## src/rtl/dest_scoreboard.sv

```systemverilog
// dest_scoreboard: pending-write scoreboard raising ID-stage RAW stalls.
// Define SB_STALL_STATS_EN to add a saturating stall-cycle counter.
module dest_scoreboard #(
  parameter int NUM_REGS = 32,
  parameter int ADDR_W   = 5,
  parameter int CNT_W    = 2
) (
  input  logic                clk,
  input  logic                rst,
  input  logic                is_forward,
  input  logic                single_source,
  input  logic [ADDR_W-1:0]   src1,
  input  logic [ADDR_W-1:0]   src2,
  input  logic                issue_valid,
  input  logic                issue_wb_en,
  input  logic [ADDR_W-1:0]   issue_dest,
  input  logic                issue_is_load,
  input  logic                wb_valid,
  input  logic [ADDR_W-1:0]   wb_dest,
  output logic                Hazard_Detected,
  output logic [NUM_REGS-1:0] busy_vec,
  output logic                sb_error,
  output logic [15:0]         stall_count
);

  localparam int EXT = 1 << ADDR_W;
  localparam logic [CNT_W-1:0] CNT_MAX = '1;

  logic [NUM_REGS-1:0][CNT_W-1:0] cnt;
  logic [NUM_REGS-1:0][CNT_W-1:0] cnt_nxt;
  logic                           err_set;
  logic                           ld_valid;
  logic [ADDR_W-1:0]              ld_dest;
  logic [EXT-1:0]                 busy_ext;
  logic                           match1;
  logic                           match2;
  logic                           issue_fire;
  logic                           wb_fire;

  // A register is busy while its pending counter is nonzero; r0 never is.
  always_comb begin
    busy_vec = '0;
    for (int i = 1; i < NUM_REGS; i++) begin
      busy_vec[i] = |cnt[i];
    end
  end

  // Widen so any ADDR_W index is safe even when NUM_REGS < 2**ADDR_W.
  always_comb begin
    busy_ext = '0;
    busy_ext[NUM_REGS-1:0] = busy_vec;
  end

  // Stall decision depends only on state and the ID-stage sources.
  always_comb begin
    if (is_forward) begin
      match1 = ld_valid && (src1 != '0) && (ld_dest == src1);
      match2 = ld_valid && (src2 != '0) && (ld_dest == src2);
    end else begin
      match1 = (src1 != '0) && busy_ext[src1];
      match2 = (src2 != '0) && busy_ext[src2];
    end
    Hazard_Detected = match1 || (!single_source && match2);
  end

  assign issue_fire = issue_valid && issue_wb_en &&
                      !Hazard_Detected && (issue_dest != '0);
  assign wb_fire    = wb_valid && (wb_dest != '0);

  // Per-register next count; overflow/underflow hold the count and flag.
  always_comb begin
    cnt_nxt = cnt;
    err_set = 1'b0;
    for (int i = 1; i < NUM_REGS; i++) begin
      if (issue_fire && issue_dest == ADDR_W'(i) &&
          !(wb_fire && wb_dest == ADDR_W'(i))) begin
        if (cnt[i] == CNT_MAX) err_set = 1'b1;
        else cnt_nxt[i] = cnt[i] + 1'b1;
      end else if (wb_fire && wb_dest == ADDR_W'(i) &&
                   !(issue_fire && issue_dest == ADDR_W'(i))) begin
        if (cnt[i] == '0) err_set = 1'b1;
        else cnt_nxt[i] = cnt[i] - 1'b1;
      end
    end
  end

  // Counter state and sticky error flag.
  always_ff @(posedge clk or posedge rst) begin
    if (rst) begin
      cnt      <= '0;
      sb_error <= 1'b0;
    end else begin
      cnt <= cnt_nxt;
      if (err_set) sb_error <= 1'b1;
    end
  end

  // Track the load currently in EXE; it leaves after one cycle.
  always_ff @(posedge clk or posedge rst) begin
    if (rst) begin
      ld_valid <= 1'b0;
      ld_dest  <= '0;
    end else begin
      ld_valid <= issue_fire && issue_is_load;
      if (issue_fire && issue_is_load) ld_dest <= issue_dest;
    end
  end

`ifdef SB_STALL_STATS_EN
  // Count cycles where an issue attempt is held back, saturating.
  always_ff @(posedge clk or posedge rst) begin
    if (rst) begin
      stall_count <= '0;
    end else if (Hazard_Detected && issue_valid &&
                 stall_count != 16'hFFFF) begin
      stall_count <= stall_count + 16'd1;
    end
  end
`else
  assign stall_count = 16'd0;
`endif

endmodule

```

## config.mk

```make
export PLATFORM = sky130hd
export DESIGN_NAME = dest_scoreboard
export DESIGN_NICKNAME = d
export VERILOG_FILES = /design/src/rtl/dest_scoreboard.sv
export SDC_FILE = /design/constraint.sdc
export NUM_CORES = 1
export LEC_CHECK = 0
export BUFFER_PORTS_ARGS = -buffer_cell sky130_fd_sc_hd__buf_2
export CORE_ASPECT_RATIO = 1.75
export CORE_UTILIZATION = 45
export DETAILED_ROUTE_END_ITERATION = 12
export HOLD_SLACK_MARGIN = 0.08
export SYNTH_ARGS = -nofsm -noshare
export SYNTH_HDL_FRONTEND = slang
export SYNTH_SLANG_ARGS = --single-unit
```

## constraint.sdc

```tcl
create_clock -name clk -period 5.3 [get_ports clk]
set_clock_uncertainty 0.2 [all_clocks]
set_input_delay 1.06 -clock clk [delete_from_list [all_inputs] [get_ports clk]]
set_output_delay 1.06 -clock clk [all_outputs]
set_load 0.02 [all_outputs]
```

==> results.cfg <==
[status]
outcome = finished, final reports clean

[sta]
period_needed_ps = 4690
drv_slew = 0
timing.final.crit_share_pct = 88.4
relSlewSlack_pct = 42.9
tns_ps = 0
clock.fmax_ghz = 0.213
worst_pin_slew_ps = 855
setup_viol = 0
rsz0062_at_grt = no
layout_setup_ws_ps = 612
hold_viol_final = 0
holdWs_ps = 324

[synthesis]
ys_seq_area_share_pct = 26.3
synth.distinct_cells = 54
yosys.area.top_type_share_pct = 26.3
syn_area_mm2 = 0.00657
syn_area_per_cell_um2 = 7.96
synth_edf_count = 0
synth_common_cells = nand2_1 (81), inv_1 (74), o21ai_0 (73)
synthMostInstantiatedCell = nand2_1
netlist_instances = 826
async_flop_share_pct = 100
synth_area_leaders = dfrtp_1 (26%), ha_1 (12%), o21ai_0 (5.6%), nand2_1 (4.6%), inv_1 (4.2%)
synth_warnings = 0
yosys.area.top_type = dfrtp_1
ys_ff_latch = 69
yosys_most_used_dff = dfrtp_1

[grt]
grt_usage_pct = 33.9
grt_pass1_wl_um = 37500
antenna_found_initial = 1
overflow = 0
grt_max_degree = 37
grt_pass1_vias = 6584

[cts]
cts_sinks = 69
post_cts_buffers = 0
hold_buffers = 0
clkLatencyLatePin_ps = 350
cts_resized = 0
clk_pin_slew_ps = 70
cts_htree_levels = 3
cts_buffers = 9
cts-root-buf = clkbuf_16
cts_tree = built
cts_buffer_depth = 2

[detailed_routing]
wire_per_inst_um = 22.7
vias_per_cell = 6.03
routed_wl_um = 24400
dr_wl_met2_um = 12300
wl_met1_um = 8980
drc = 0
wl_met3_um = 1270
drt_iter0_drc = 373
drtAntennaViolNets = 0
vias = 6461
topRoutingLayerUsed = met4
dr.pass1.iters = 5

[power]
p_leak_uw = 0.00350
power.density_mw_per_mm2 = 265
vdd_drop_max_mv = 0.167

[layout]
nNetsFinal = 976
seqCellArea_mm2 = 0.00173
multi_input_area_mm2 = 0.00438
fill_cells = 1452
finalNonFillerCells = 1072
stdcell_area_mm2 = 0.00732
syn_to_final_growth_pct = 11.4
drive_above_1_share_pct = 14.7

[place]
placedCellCount = 1055
hpwl_um = 19500
dpl_cell_area_mm2 = 0.00703
place_ws_ps = 328
gp_routability_congestion = 1.03
io_buffers = 60

[job]
maxCapViolCount = 0

[setup_path]
cp_max_fo = 31
endpoint_kind = flip-flop
cp.required_ps = 5320
criticalPathCategory = input port to flip-flop
critical_path_arrival_ps = 4710
startpoint_type = input port

[min_path]
hold_class = flip-flop to flip-flop

[floorplanning]
die_x_um = 93.4
core-area_mm2 = 0.0143
row_count = 58
initial_utilization_pct = 46.0
dieHeight_um = 162
pin_count = 78
dieArea_mm2 = 0.0151
critical path, cell delays in order:
cell,delay [ps]
buf_2,310
mux4_2,550
a211oi_1,280
nor4_1,90
a21o_1,250
o21ai_2,210
buf_4,350
nand3_1,230
ha_1,260
nor3b_1,140
nor4_1,390
nand3_1,170
nor4_1,300
nand2_1,90
power breakdown:
group / switching (uW) / leakage, uW / internal [uW] / total, uW
logic: 377 / 0.00247 / 221 / 598
registers: 132 / 0.000898 / 612 / 745
clock network: 259 / 0.000130 / 342 / 601
sequential cells by signal (all words and copies together) (netlist names):
| name | flops |
|---|---|
| ld_dest | 5 |
| ld_valid | 1 |
| cnt | 62 |
| sb_error | 1 |
kinds of logic after synthesis:
group | count (synthesis) | share of synthesized area [%]
other cells | 1 | 0.0571
buf+inv | 117 | 8.02
xor+xnor | 8 | 1.07
fa+ha+maj | 76 | 13.9
simple gates | 363 | 28.0
mux | 41 | 8.23
compound gates | 151 | 14.4
flops | 69 | 26.3
worst paths after layout:
path                                        end  slack [ps]  cells after the start           startpoint
min reg2reg                 cnt[62]$_DFFE_PP0P_         320                      1  cnt[62]$_DFFE_PP0P_
max in group asynchronous   cnt[50]$_DFFE_PP0P_        3220                      3                  rst
min in group asynchronous   cnt[33]$_DFFE_PP0P_         660                      2                  rst
max reg2reg                sb_error$_DFFE_PP0P_         700                     15  cnt[23]$_DFFE_PP0P_
min                         cnt[62]$_DFFE_PP0P_         320                      1  cnt[62]$_DFFE_PP0P_
max                        sb_error$_DFFE_PP0P_         610                     14              src2[1]
layer usage:
layer  vias to the layer above  track usage [%]
li1                       3013                -
met1                      3105             36.9
met2                       251             59.0
met3                        92             5.76
met4                         0             22.7
met5                         -                0
cell usage in the layout, fill, tap and decap left out, types with 18 or more instances in the layout:
cell type / instances
nand3_1: 50
nor3b_1: 31
o31a_1: 18
o21ai_0: 73
nor2b_1: 34
ha_1: 62
nor3_1: 54
inv_1: 73
mux2i_1: 18
nand2_1: 81
dfrtp_1: 69
a31oi_1: 24
buf_2: 60
nor2_1: 56
through the flow:
step / util, % / total power [uW]
final: 51.2 / 1940
after global routing: 51.2 / 2030
after CTS: 51.2 / 1940
after detailed placement: 49.2 / 1340
after global placement: 49.2 / 1330
after floorplan: - / 1110
area by class of cell:
cell class,count,share of cell area (%)
diodes,1,0.0342
repair buffers,74,5.71
inverters,76,3.90
multi-input cells,656,59.8
clock inverters,5,0.478
clock buffers,11,3.45
flip-flops and latches,69,23.6
well taps,180,3.08
No activity file was read; power rests on OpenSTA's default activity.
